## config.mk

```make
export PLATFORM = sky130hd
export DESIGN_NAME = lbist_misr_compactor
export DESIGN_NICKNAME = d
export VERILOG_FILES = /design/src/rtl/lbist_pkg.sv /design/src/rtl/lbist_misr.sv /design/src/rtl/lbist_misr_compactor.sv
export SDC_FILE = /design/constraint.sdc
export NUM_CORES = 1
export LEC_CHECK = 0
export BUFFER_PORTS_ARGS = -buffer_cell sky130_fd_sc_hd__buf_2
export CORE_MARGIN = 2
export CORE_UTILIZATION = 54
export CTS_CLUSTER_SIZE = 40
export DETAILED_ROUTE_END_ITERATION = 10
export HOLD_SLACK_MARGIN = 0.06
export PLACE_DENSITY = 0.75
export SETUP_SLACK_MARGIN = 0.02
export SLEW_MARGIN = 15
export SYNTH_ARGS = -nofsm -noshare
export SYNTH_HDL_FRONTEND = slang
export SYNTH_HIERARCHICAL = 1
export SYNTH_SLANG_ARGS = --single-unit
```

## constraint.sdc

```tcl
create_clock -name clk_i -period 2.3 [get_ports clk_i]
set_input_delay 0.23 -clock clk_i [delete_from_list [all_inputs] [get_ports clk_i]]
set_output_delay 0.23 -clock clk_i [all_outputs]
set_load 0.1 [all_outputs]
```

## src/rtl/lbist_pkg.sv

```systemverilog
// Shared types and defaults for the LBIST scan-out compaction path.
package lbist_pkg;

    localparam int          DEFAULT_N_CHAINS = 20;
    localparam logic [31:0] DEFAULT_POLY     = 32'h04C11DB7;

    typedef enum logic [2:0] {
        ST_IDLE,
        ST_ARMED,
        ST_SHIFT,
        ST_COMPARE,
        ST_DONE
    } state_e;

endpackage

```

## src/rtl/lbist_misr.sv

```systemverilog
// Multiple-input signature register: Galois feedback with parallel data injection.
module lbist_misr
    import lbist_pkg::*;
#(
    parameter int                MISR_W = 32,
    parameter int                DIN_W  = DEFAULT_N_CHAINS,
    parameter logic [MISR_W-1:0] POLY   = MISR_W'(DEFAULT_POLY),
    parameter logic [MISR_W-1:0] SEED   = '0
) (
    input  logic              clk_i,
    input  logic              rst_ni,
    input  logic              load_i,
    input  logic              step_i,
    input  logic [DIN_W-1:0]  data_i,
    output logic [MISR_W-1:0] misr_o
);

    logic [MISR_W-1:0] misr_d;
    logic [MISR_W-1:0] misr_q;

    // NOTE: every variable written here gets a default first, so no latch can be inferred.
    always_comb begin
        misr_d = misr_q;
        if (load_i) begin
            misr_d = SEED;
        end else if (step_i) begin
            misr_d = (misr_q << 1) ^ (misr_q[MISR_W-1] ? POLY : '0) ^ MISR_W'(data_i);
        end
    end

    // NOTE: sequential state uses non-blocking assignments only, so all flops see pre-edge values.
    always_ff @(posedge clk_i or negedge rst_ni) begin
        if (!rst_ni) begin
            misr_q <= SEED;
        end else begin
            misr_q <= misr_d;
        end
    end

    assign misr_o = misr_q;

endmodule

```

## src/rtl/lbist_misr_compactor.sv

```systemverilog
// Compacts scan-out chains into a MISR per shift window, checks window length and
// pattern count, and reports a go/no-go verdict against a golden signature.
module lbist_misr_compactor
    import lbist_pkg::*;
#(
    parameter int                  N_CHAINS   = DEFAULT_N_CHAINS,
    parameter int                  CHAIN_LEN  = 64,
    parameter int                  N_PATTERNS = 1024,
    parameter int                  MISR_W     = 32,
    parameter logic [MISR_W-1:0]   POLY       = MISR_W'(DEFAULT_POLY),
    parameter logic [MISR_W-1:0]   SEED       = '0,
    parameter logic [MISR_W-1:0]   GOLDEN_SIG = '0,
    parameter logic [N_CHAINS-1:0] CHAIN_MASK = N_CHAINS'(20'h00300),
    localparam int                 PAT_W      = $clog2(N_PATTERNS + 1)
) (
    input  logic                clk_i,
    input  logic                rst_ni,
    input  logic                test_normal_i,
    input  logic                test_en_i,
    input  logic [N_CHAINS-1:0] scan_out_i,
    output logic                done_o,
    output logic                go_nogo_o,
    output logic                err_o,
    output logic [MISR_W-1:0]   signature_o,
    output logic [PAT_W-1:0]    pat_cnt_o
);

    localparam int CNT_W = $clog2(CHAIN_LEN + 2);

    state_e             state_d, state_q;
    logic [CNT_W-1:0]   shift_cnt_d, shift_cnt_q;
    logic [PAT_W-1:0]   pat_cnt_d, pat_cnt_q;
    logic               done_d, done_q;
    logic               go_nogo_d, go_nogo_q;
    logic               err_d, err_q;
    logic               test_normal_prev_q;
    logic               misr_load;
    logic               misr_step;
    logic [MISR_W-1:0]  misr;

    // Capture cycles (test_en_i low) never reach the MISR.
    assign misr_step = ((state_q == ST_ARMED) || (state_q == ST_SHIFT)) && test_en_i;

    lbist_misr #(
        .MISR_W (MISR_W),
        .DIN_W  (N_CHAINS),
        .POLY   (POLY),
        .SEED   (SEED)
    ) u_misr (
        .clk_i  (clk_i),
        .rst_ni (rst_ni),
        .load_i (misr_load),
        .step_i (misr_step),
        .data_i (scan_out_i & ~CHAIN_MASK),
        .misr_o (misr)
    );

    always_comb begin
        state_d     = state_q;
        shift_cnt_d = shift_cnt_q;
        pat_cnt_d   = pat_cnt_q;
        done_d      = done_q;
        go_nogo_d   = go_nogo_q;
        err_d       = err_q;
        misr_load   = 1'b0;

        unique case (state_q)
            ST_IDLE: begin
                if (test_normal_i && !test_normal_prev_q) begin
                    state_d     = ST_ARMED;
                    misr_load   = 1'b1;
                    shift_cnt_d = '0;
                    pat_cnt_d   = '0;
                    done_d      = 1'b0;
                    go_nogo_d   = 1'b0;
                    err_d       = 1'b0;
                end
            end
            ST_ARMED: begin
                if (!test_normal_i) begin
                    state_d   = ST_IDLE;
                    done_d    = 1'b0;
                    go_nogo_d = 1'b0;
                end else if (test_en_i) begin
                    state_d     = ST_SHIFT;
                    shift_cnt_d = CNT_W'(1);
                end
            end
            ST_SHIFT: begin
                if (!test_normal_i) begin
                    state_d   = ST_IDLE;
                    done_d    = 1'b0;
                    go_nogo_d = 1'b0;
                end else if (test_en_i) begin
                    if (shift_cnt_q == CNT_W'(CHAIN_LEN)) begin
                        err_d = 1'b1;
                    end
                    if (shift_cnt_q != CNT_W'(CHAIN_LEN + 1)) begin
                        shift_cnt_d = shift_cnt_q + CNT_W'(1);
                    end
                end else begin
                    // Window end: length check, then either the next window or the verdict.
                    if (shift_cnt_q != CNT_W'(CHAIN_LEN)) begin
                        err_d = 1'b1;
                    end
                    pat_cnt_d   = pat_cnt_q + PAT_W'(1);
                    shift_cnt_d = '0;
                    state_d     = (pat_cnt_q == PAT_W'(N_PATTERNS - 1)) ? ST_COMPARE : ST_ARMED;
                end
            end
            ST_COMPARE: begin
                if (!test_normal_i) begin
                    state_d   = ST_IDLE;
                    done_d    = 1'b0;
                    go_nogo_d = 1'b0;
                end else begin
                    go_nogo_d = (misr == GOLDEN_SIG) && !err_q;
                    done_d    = 1'b1;
                    state_d   = ST_DONE;
                end
            end
            ST_DONE: begin
                if (!test_normal_i) begin
                    state_d = ST_IDLE;
                end
            end
            default: state_d = ST_IDLE;
        endcase
    end

    always_ff @(posedge clk_i or negedge rst_ni) begin
        if (!rst_ni) begin
            state_q            <= ST_IDLE;
            shift_cnt_q        <= '0;
            pat_cnt_q          <= '0;
            done_q             <= 1'b0;
            go_nogo_q          <= 1'b0;
            err_q              <= 1'b0;
            test_normal_prev_q <= 1'b0;
        end else begin
            state_q            <= state_d;
            shift_cnt_q        <= shift_cnt_d;
            pat_cnt_q          <= pat_cnt_d;
            done_q             <= done_d;
            go_nogo_q          <= go_nogo_d;
            err_q              <= err_d;
            test_normal_prev_q <= test_normal_i;
        end
    end

    assign done_o      = done_q;
    assign go_nogo_o   = go_nogo_q;
    assign err_o       = err_q;
    assign signature_o = misr;
    assign pat_cnt_o   = pat_cnt_q;

endmodule
```

# After elaboration in Yosys (flattened, before gate mapping)
# Cells that the tools add are included.
[classes]
shifts = 0
order_cmp = 0
reduce_logical = 18
mul = 0
n_addsub = 2
bitwise_logic = 2
muxes = 36
div_mod_pow = 0
eq_ne = 20
[op_table]
columns = ["operator", "n"]
rows = [
  ["32-bit two-way mux", 2],
  ["7-bit two-way mux", 6],
  ["11-bit two-way mux", 3],
  ["32-bit zero test", 1],
  ["32-bit by 20-bit bitwise XOR with 32-bit output", 1],
  ["32-bit bitwise XOR", 1],
  ["27-bit two-way mux", 1],
  ["11-bit one-hot mux with 2 select lines", 1],
  ["3-bit two-way mux", 7],
  ["7-bit one-hot mux with 3 select lines", 1],
  ["3-bit one-hot mux with 5 select lines", 1],
  ["2-bit inequality test, second input constant", 7],
  ["7-bit inequality test, second input constant", 2],
  ["11-bit by 1-bit adder with 11-bit output, second input constant", 1],
  ["11-bit by 10-bit == test with 1-bit output, second input constant", 1],
  ["1-bit two-way mux", 10],
  ["3-bit by 2-bit inequality test with 1-bit output, second input constant", 3],
  ["4-bit AND reduction", 2],
  ["7-bit by 1-bit adder with 7-bit output, second input constant", 1],
  ["7-bit == test, second input constant", 1],
  ["3-bit by 2-bit == test with 1-bit output, second input constant", 2],
  ["3-bit inequality test, second input constant", 2],
  ["1-bit one-hot mux with 3 select lines", 2],
  ["6-bit AND reduction", 1],
  ["other kinds (13)", 18],
]
[totals]
ff_bits = 57
mem_bits_rw = 0
wordCells = 86
latch_bits = 0
n_memories = 0
out_inout_bits = 46
rom_bits = 0

# Logic depth before layout (Yosys ltp)
# Gate-level depths: netlist of the first run.
[depth]
depth_word = 5
depth_mapped = 9
ltp_nobuf = 6

# By module
# The synthesis of the first run kept the hierarchy.
[by_module_without_submodules]
columns = ["module", "n_inst", "cells_per_inst", "seq_area_each_um2", "area_per_inst_um2"]
rows = [
  ["lbist_misr_compactor", 1, 170, 625.6, 1602.8],
  ["lbist_misr", 1, 141, 800.8, 1569.0],
]

# Worst setup path after synthesis of the first run
# OpenSTA, ideal clock, no wires.
[synth_path]
path_kind = "flip-flop to flip-flop"
startpoint = "reg pat_cnt_q[0], in the netlist pat_cnt_o[0]"
endpoint = "reg pat_cnt_q[8], in the netlist pat_cnt_o[8]"
n_path_buf = 0
path_stages_with_launch = 6
path_slack_ps = 165
arrival_time_ps = 2066
path_cell_list = "dfrtp_1 ha_1 and2_1 nand4_1 or4_1 nand2_1"
[synth_between]
elab_chain_len = 4
[synth_rtl]
columns = ["element", "line", "text"]
rows = [
  ["start, declared", "lbist_misr_compactor.sv:32", "logic [PAT_W-1:0] pat_cnt_d, pat_cnt_q;"],
  ["start signal, assigned", "lbist_misr_compactor.sv:143", "pat_cnt_q <= pat_cnt_d;"],
  ["11-bit by 1-bit adder with 11-bit output", "lbist_misr_compactor.sv:106", "pat_cnt_d = pat_cnt_q + PAT_W'(1);"],
  ["11-bit two-way mux", "lbist_misr_compactor.sv:94", "end else if (test_en_i) begin"],
  ["11-bit two-way mux", "lbist_misr_compactor.sv:90", "if (!test_normal_i) begin"],
  ["11-bit one-hot mux with 2 select lines", "lbist_misr_compactor.sv:67", "unique case (state_q)"],
]
# No other way between the ends. The select of a mux whose other input is x is not followed.
# A chain may end at the register's enable or synchronous reset.

# Worst setup path in the final report of the first run
[layout_path]
startpoint = "reg state_q[0]"
endpoint = "reg u_misr.misr_q[10], in the netlist u_misr/misr_o[10]"
[layout_between]
elab_cells_between_ends = 8
cone_classes = "eq/ne: 2; mux: 2; reduce/logical: 4"
[layout_rtl]
columns = ["element", "line", "text"]
rows = [
  ["start, declared", "lbist_misr_compactor.sv:30", "state_e state_d, state_q;"],
  ["start signal, assigned", "lbist_misr_compactor.sv:141", "state_q <= state_d;"],
  ["3-bit zero test *", "lbist_misr_compactor.sv:67", ""],
  ["1-bit two-way mux *", "lbist_misr_compactor.sv:67", ""],
  ["named net misr_load", "lbist_misr_compactor.sv:37", "logic misr_load;"],
  ["32-bit two-way mux / 2-bit nonzero test (equally long branches)", "-", ""],
  ["end signal, assigned", "lbist_misr.sv:36", "misr_q <= misr_d;"],
  ["end, declared", "lbist_misr.sv:19", "logic [MISR_W-1:0] misr_q;"],
]
# The timed path passes the listed nets; every way through them passes the cells marked *.

==> results of run 1 <==
==> area by class of cell <==
cell class	count	area (um2)
Fill cell	453	1740
Multi-Input combinational cell	231	1620
Sequential cell	57	1430
Timing Repair Buffer	82	448
Clock buffer	12	165
Tap cell	72	90.1
Clock inverter	4	73.8
Inverter	4	15.0
==> cell families after synthesis <==
logic type	synth area share (%)
AO/OA/AOI/OAI	12.3
XOR/XNOR	8.01
adder cells (fa/ha/maj)	1.58
buffers and inverters	4.26
flip-flops	45.0
multiplexers	7.22
other	0.118
AND/OR/NAND/NOR	21.5
==> placed cells by master, fill, tap and decap left out, drive strengths merged, types with 2 or more instances in the layout <==
| cell | synthesis | routed |
|---|---|---|
| and2 | 3 | 3 |
| nand3 | 4 | 4 |
| or3 | 3 | 3 |
| or4 | 5 | 5 |
| bufinv | 0 | 2 |
| xnor2 | 24 | 24 |
| clkinv | 1 | 3 |
| nand3b | 4 | 4 |
| inv | 3 | 3 |
| o31ai | 5 | 5 |
| buf | 17 | 82 |
| nand4b | 2 | 2 |
| a31oi | 2 | 2 |
| nor4 | 7 | 7 |
| ha | 4 | 4 |
| nor2 | 33 | 33 |
| mux2i | 21 | 21 |
| a21oi | 2 | 2 |
| xor2 | 5 | 5 |
| conb | 1 | 2 |
| clkbuf | 3 | 12 |
| nand2b | 14 | 14 |
| nor2b | 3 | 3 |
| o21ai | 17 | 17 |
| and4 | 2 | 2 |
| a211oi | 14 | 14 |
| and3 | 3 | 3 |
| a32o | 2 | 2 |
| o22ai | 2 | 2 |
| nor3 | 2 | 2 |
| dfrtp | 57 | 57 |
| nand2 | 16 | 16 |
| nand4 | 8 | 8 |
| o211ai | 4 | 4 |
| nor3b | 3 | 3 |
| o41ai | 6 | 6 |
==> power by group through the flow <==
stage	sequential, mW	combinational (mW)	clock [mW]
after floorplan	2.43	0.486	0
after global placement	1.38	1.86	0
after detailed placement	1.39	1.88	0
after CTS	1.37	1.88	1.12
after global routing	1.40	1.97	1.16
final	1.37	1.87	1.11
==> registers in the layout (all words and copies together), names as in the netlist <==
name,cells
done_o,1
err_o,1
go_nogo_o,1
pat_cnt_o,11
shift_cnt_q,7
state_q,3
test_normal_prev_q,1
u_misr/misr_o,32
==> worst max path at each step <==
stage | startpoint | to | slack, ns | cells after the start
final | state_q[0] | u_misr/misr_o[10] | 0.23 | 7
after global routing | state_q[0] | u_misr/misr_o[5] | 0.08 | 7
after floorplan | pat_cnt_o[0] | pat_cnt_o[8] | 0.17 | 5
after global placement | state_q[0] | u_misr/misr_o[16] | 0.31 | 7
after CTS | state_q[0] | u_misr/misr_o[10] | 0.25 | 7
after detailed placement | state_q[1] | shift_cnt_q[0] | 0.28 | 5
==> per-layer routing <==
layer | share of wire, % | wire, um | up-vias | track usage, %
met1 | 45 | 3290 | 1309 | 32.0
met5 | 0 | 0 | - | 0
li1 | - | - | 1277 | -
met2 | 49 | 3560 | 63 | 38.3
met3 | 3.8 | 272 | 11 | 3.82
met4 | 1.6 | 115 | 0 | 10.8
==> stage by stage <==
stage	hold slack, ns	total power, mW	cells
global route	0.111	4.53	462
global placement	0.421	3.24	446
CTS	0.0632	4.37	462
floorplan	-0.0656	2.92	312
detailed placement	0.416	3.26	446
finish	0.0426	4.35	462
==> summary.txt, run 1 <==
Pwr
  • Relative contribution of sequential cells to total power: 31.5%
  • Clock network power share: 25.5%
  • Worst vdd ir: 0.735 mV
  • Power density over the cells: 1130 nW/um2
  • Total leakage power: 1.80 nW
  • Switching share of power: 47.9%
  • Int Power: 2.27 mW
  • Combinational Power Share: 43.0%
  • Net switching power: 2.09 mW

Setup path
  • Maximum fanout encountered on the critical timing path: 10
  • Critical Path Slowest Stage Cell: sky130_fd_sc_hd__dfrtp_1
  • Reg-to-reg critical path endpoint: u_misr/misr_o[10]
  • Startpoint of the worst register-to-register path: state_q[0]
  • Count of cells along the worst register-to-register path: 7
  • Type of destination of the critical path: flip-flop
  • Cells traversed along the worst timing path: nor3b_4 > nand2_1 > clkinv_1 > buf_4 > nor3b_4 > mux2i_1 > o21ai_0
  • Kind of start point of the critical path: flip-flop
  • Cell seen most often among critical-path stages: sky130_fd_sc_hd__nor3b_4
  • Worst path bufs/invs: 2
  • Delay of the slowest cell on the worst path: 0.61 ns
  • Cell family with most CP delay: simple AND/OR/NAND/NOR gates
  • Worst Path Required: 2.55 ns
  • Internal reg-to-reg setup slack: 0.23 ns
  • Type of the worst setup path: reg2reg
  • Arrival time of data at the critical path endpoint: 2.31 ns

Route
  • Vias after detailed routing: 2660
  • Drt first-iter violations: 97
  • Number of remaining DRC errors: 0
  • Final ANT Viol Nets: 0
  • Wirelength per Cell: 15.7 um
  • Final wirelength: 7240 um
  • DR vias/cell: 5.76
  • 1st-pass router iterations: 4

Global route
  • Number of global-route vias before repair: 2494
  • Initial antenna violation count: 0
  • Total routing usage reported by global routing: 24.0%
  • Maximum number of pins on one net before global-route repair: 58
  • First-pass GRT wire length: 12000 um
  • GRT overflow: 0

Synthesis
  • Yosys warning total: 6
  • Number of instances in the synthesized netlist: 311
  • Cell Area, Synth: 3170 um2
  • Mean instance size in the synthesized netlist: 10.2 um2
  • Dominant cells by area after synthesis: sky130_fd_sc_hd__dfrtp_1 (45%), sky130_fd_sc_hd__xnor2_1 (6.6%), sky130_fd_sc_hd__mux2i_1 (6.3%), sky130_fd_sc_hd__nor2_1 (3.9%), sky130_fd_sc_hd__a211oi_1 (3.3%)
  • Sequential element share of the synthesized area: 45.0%
  • Dominant cell by count in the synthesized netlist: sky130_fd_sc_hd__dfrtp_1
  • Share of synthesized registers carrying an async set or reset: 100%
  • Post-synthesis cell type with the largest combined area: sky130_fd_sc_hd__dfrtp_1
  • Count of unique library cells instantiated by Yosys: 51
  • Yosys reg bits: 57
  • Share of the synthesized area in the top cell type: 45.0%
  • Number of flops mapped to enable cells by yosys: 0
  • Predominant post-synthesis flop cell: sky130_fd_sc_hd__dfrtp_1
  • Commonest cells in the synthesized netlist: sky130_fd_sc_hd__dfrtp_1 (57), sky130_fd_sc_hd__nor2_1 (33), sky130_fd_sc_hd__xnor2_1 (24)

Placed design
  • Number of buffers added on ports: 67
  • HPWL after detailed placement: 5060 um
  • Worst slack at placement: 0.281 ns
  • Last weighted congestion value of the routability-driven placer: 0.807
  • Post-placement cell area: 3600 um2

Clock tree
  • TritonCTS Buffers: 9
  • CTS tree: built
  • Reg clk slew, reported paths: 0.07 ns
  • H-tree Lvls: 3
  • Clock tree root buffer cell: sky130_fd_sc_hd__clkbuf_8
  • Total of hold buffers inserted after clock tree synthesis: 0
  • CTS sink cnt: 57
  • Max Buffers Root-to-Sink: 2
  • Worst-skew pair later-pin latency: 0.33 ns
  • Number of gates given a new drive strength after cts: 0
  • Post-CTS repair timing setup buffer count: 0

Timing
  • Count of endpoints failing setup in the final report: 0
  • Pin slew with the least headroom to its limit: 0.725 ns
  • Final setup margin: 0.234 ns
  • Number of hold violations in the final report: 0
  • Worst Skew: 0.0111 ns
  • Fmax achieved: 484 MHz
  • Final worst path period share: 89.8%
  • Final TNS setup: 0 ns
  • Final-report max-slew violation count: 0
  • Minimum period implied by the final worst setup slack: 2.07 ns
  • Worst max-slew margin expressed relative to the limit: 51.7%
  • Unrepaired setup endpoints after global routing: false

Floorplanning
  • Area of the core region: 5570 um2
  • Number of I/O pins: 70
  • Die width: 80.6 um
  • Die Outline Area: 6500 um2
  • Effective utilization at floorplan: 56.9%
  • Die span in y: 80.6 um
  • Number of standard-cell rows in the floorplan: 27

Hold path
  • Hold crit path type: in2async

Outcome
  • Run status: finished, final reports clean

Finish
  • Final core area utilization: 68.8%
  • Antenna diode count: 0
  • Ratio of cells with drive above 1 in the final layout: 27.2%
  • Area of all placed cells without fillers: 3840 um2
  • Growth of design area from synthesis to finish: 21.0%
  • Final #Nets: 413

Flow run
  • Count of max-cap constraint violations: 0
(Power assumes the default switching activity.)
==> run 2, diff against run 1 <==
--- a/config.mk
+++ b/config.mk
@@ -11,10 +11,9 @@
 export CTS_CLUSTER_SIZE = 40
 export DETAILED_ROUTE_END_ITERATION = 10
 export HOLD_SLACK_MARGIN = 0.06
-export PLACE_DENSITY = 0.75
+export PLACE_DENSITY = 0.76
 export SETUP_SLACK_MARGIN = 0.02
 export SLEW_MARGIN = 15
 export SYNTH_ARGS = -nofsm -noshare
 export SYNTH_HDL_FRONTEND = slang
-export SYNTH_HIERARCHICAL = 1
 export SYNTH_SLANG_ARGS = --single-unit
==> summary.txt, run 2 <==
Synthesis
  • Share of the synthesized area in the top cell type: 46.8% (+1.9 points)
  • Dominant cell by count in the synthesized netlist: sky130_fd_sc_hd__dfrtp_1
  • Cell Area, Synth: 3050 um2 (-4.0%)
  • Mean instance size in the synthesized netlist: 10.7 um2 (+4.8%)
  • Predominant post-synthesis flop cell: sky130_fd_sc_hd__dfrtp_1
  • Commonest cells in the synthesized netlist: sky130_fd_sc_hd__dfrtp_1 (57), sky130_fd_sc_hd__a22o_1 (32), sky130_fd_sc_hd__xnor2_1 (20)
  • Net count after synthesis: 313
  • Sequential element share of the synthesized area: 46.8% (+1.9 points)
  • Count of unique library cells instantiated by Yosys: 55 (+7.8%)
  • Dominant cells by area after synthesis: sky130_fd_sc_hd__dfrtp_1 (47%), sky130_fd_sc_hd__a22o_1 (9.2%), sky130_fd_sc_hd__xnor2_1 (5.8%), sky130_fd_sc_hd__xor2_1 (4.9%), sky130_fd_sc_hd__ha_1 (1.6%)
  • Share of synthesized registers carrying an async set or reset: 100% (unchanged)
  • Yosys warning total: 0 (-6)
  • Number of flops mapped to enable cells by yosys: 0 (unchanged)
  • Yosys reg bits: 57 (unchanged)
  • Number of instances in the synthesized netlist: 285 (-8.4%)
  • Post-synthesis cell type with the largest combined area: sky130_fd_sc_hd__dfrtp_1

Timing
  • Fmax achieved: 513 MHz (+5.9%)
  • Final TNS setup: 0 ns (unchanged)
  • Minimum period implied by the final worst setup slack: 1.95 ns (-0.116 ns)
  • Number of hold violations in the final report: 0 (unchanged)
  • Count of endpoints failing setup in the final report: 0 (unchanged)
  • Final setup margin: 0.350 ns (+0.116 ns)
  • Unrepaired setup endpoints after global routing: false
  • Smallest hold slack: 0.144 ns (+0.101 ns)
  • Final-report max-slew violation count: 0 (unchanged)
  • Worst Skew: 0.00642 ns (-0.00466 ns)
  • Pin slew with the least headroom to its limit: 0.596 ns (-0.128 ns)
  • Final worst path period share: 84.8% (-5.0 points)
  • Worst max-slew margin expressed relative to the limit: 60.2% (+8.6 points)

Clock tree
  • TritonCTS Buffers: 9 (unchanged)
  • Worst-skew pair later-pin latency: 0.34 ns (about the same)
  • Max Buffers Root-to-Sink: 2 (unchanged)
  • H-tree Lvls: 3 (unchanged)
  • Reg clk slew, reported paths: 0.07 ns (about the same)
  • Post-CTS repair timing setup buffer count: 0 (unchanged)
  • CTS tree: built
  • CTS sink cnt: 57 (unchanged)
  • Clock tree root buffer cell: sky130_fd_sc_hd__clkbuf_8

Route
  • Drt first-iter violations: 183 (+89%)
  • Final wirelength: 6800 um (-6.1%)
  • Wirelength per Cell: 15.8 um (+0.91%)
  • Vias after detailed routing: 2492 (-6.3%)
  • DR vias/cell: 5.80 (+0.66%)
  • 1st-pass router iterations: 4 (unchanged)
  • Number of remaining DRC errors: 0 (unchanged)
  • Final ANT Viol Nets: 0 (unchanged)

Placed design
  • Number of buffers added on ports: 67 (unchanged)
  • HPWL after detailed placement: 4580 um (-9.5%)
  • Worst slack at placement: 0.349 ns (+0.0677 ns)
  • Last weighted congestion value of the routability-driven placer: 0.829 (+2.8%)

Outcome
  • Run status: finished, final reports clean

Finish
  • Final core area utilization: 66.8% (-2.1 points)
  • Highest-count cells in the layout ignoring fill and taps: sky130_fd_sc_hd__buf_2 (67), sky130_fd_sc_hd__dfrtp_1 (57), sky130_fd_sc_hd__a22o_1 (32), sky130_fd_sc_hd__xnor2_1 (20), sky130_fd_sc_hd__xor2_1 (17)
  • Ratio of cells with drive above 1 in the final layout: 27.7% (+0.47 points)
  • Antenna diode count: 0 (unchanged)
  • Leading cell type in the layout, fill and taps excluded: sky130_fd_sc_hd__buf_2
  • Growth of design area from synthesis to finish: 20.0%
  • Layout fillers: 446 (-1.5%)
  • Final #Nets: 382 (-7.5%)
  • Flip-flop count of the largest register after layout: 32 (unchanged)

Pwr
  • Post-layout total power: 3.93 mW (-9.8%)
  • Total leakage power: 1.78 nW (-0.85%)
  • Power density over the cells: 1070 nW/um2 (-5.3%)
  • Worst vdd ir: 1.05 mV (+43%)

Global route
  • Maximum number of pins on one net before global-route repair: 33 (-43%)
  • Number of global-route vias before repair: 2384 (-4.4%)
  • First-pass GRT wire length: 11400 um (-5.5%)
  • Initial antenna violation count: 0 (unchanged)
  • GRT overflow: 0 (unchanged)
  • Total routing usage reported by global routing: 23.6% (-0.33 points)

Hold path
  • Hold crit path type: in2reg

Setup path
  • Type of the worst setup path: reg2reg
  • Worst Path Required: 2.52 ns (-0.03 ns)
  • Arrival time of data at the critical path endpoint: 2.17 ns (-0.14 ns)
  • Internal reg-to-reg setup slack: 0.35 ns (+0.12 ns)
  • Maximum fanout encountered on the critical timing path: 32 (+22)
  • Kind of start point of the critical path: flip-flop
  • Type of destination of the critical path: flip-flop

Floorplanning
  • Die span in y: 79.1 um (-1.9%)
  • Area of the core region: 5470 um2 (-1.8%)
  • Die Outline Area: 6260 um2 (-3.8%)
  • Effective utilization at floorplan: 55.6% (-1.3 points)
  • Number of standard-cell rows in the floorplan: 27 (unchanged)
  • Number of I/O pins: 70 (unchanged)
  • Die width: 79.1 um (-1.9%)

Flow run
  • Count of max-cap constraint violations: 0 (unchanged)
==> run 2: path summary, 6_finish.rpt <==
check	from	endpoint	cells after the start
max	state_q[0]	u_misr.misr_o[16]	5
min	test_normal_i	test_normal_prev_q	1
max reg2reg	state_q[0]	u_misr.misr_o[16]	5
min reg2reg	shift_cnt_q[2]	shift_cnt_q[2]	1
max in group asynchronous	rst_ni	shift_cnt_q[0]	3
min in group asynchronous	rst_ni	state_q[0]	2
==> run 2: critical path, cell delays in order, from the launching register on <==
cell and delay (ns):
sky130_fd_sc_hd__dfrtp_1 0.48, sky130_fd_sc_hd__nor4b_2 0.40, sky130_fd_sc_hd__and2b_1 0.39, sky130_fd_sc_hd__nor2_2 0.05, sky130_fd_sc_hd__buf_4 0.24, sky130_fd_sc_hd__a22o_1 0.27
==> run 2: timing repair <==
item / in CTS / in global routing
resized for setup: 0 / 0
hold buffers: 1 / 0
endpoints found under the hold margin: 24 / 0
==> run 2: logic make-up (layout without fill, tap and decap cells) <==
group,count (synthesis),after routing,share of synthesized area [%]
mux,2,2,0.822
compound gates,70,70,17.1
buf+inv,22,95,4.03
xor+xnor,37,37,10.6
fa+ha+maj,4,4,1.64
simple gates,93,93,19.0
flops,57,57,46.8
==> run 2: report_power, final <==
part           internal (mW)  switching [mW]  total, mW
registers               1.14           0.178       1.31
clock network          0.631           0.404       1.03
logic                  0.361            1.22       1.58
total                   2.13            1.80       3.93
==> run 2: routing by layer <==
layer	GRT usage, %	part of all wire, %	up-vias
li1	-	-	1195
met1	32.5	47	1211
met2	36.1	47	76
met3	5.57	4.7	10
met4	9.83	1.6	0
met5	0	0	-
==> run 2: stage by stage <==
stage          area, um2  cells
2_1_floorplan       3050    285
3_3_place_gp        3430    414
3_5_place_dp        3430    414
4_1_cts             3650    430
5_1_grt             3650    430
6_report            3650    430
==> run 2: layout make-up <==
type / instances / area [um2] / share of cell area [%]
multi-input cells: 206 / 1500 / 41.1
repair buffers: 75 / 398 / 10.9
flip-flops and latches: 57 / 1430 / 39.0
well taps: 72 / 90.1 / 2.47
clock inverters: 5 / 80.1 / 2.19
clock buffers: 10 / 138 / 3.77
inverters: 5 / 18.8 / 0.514
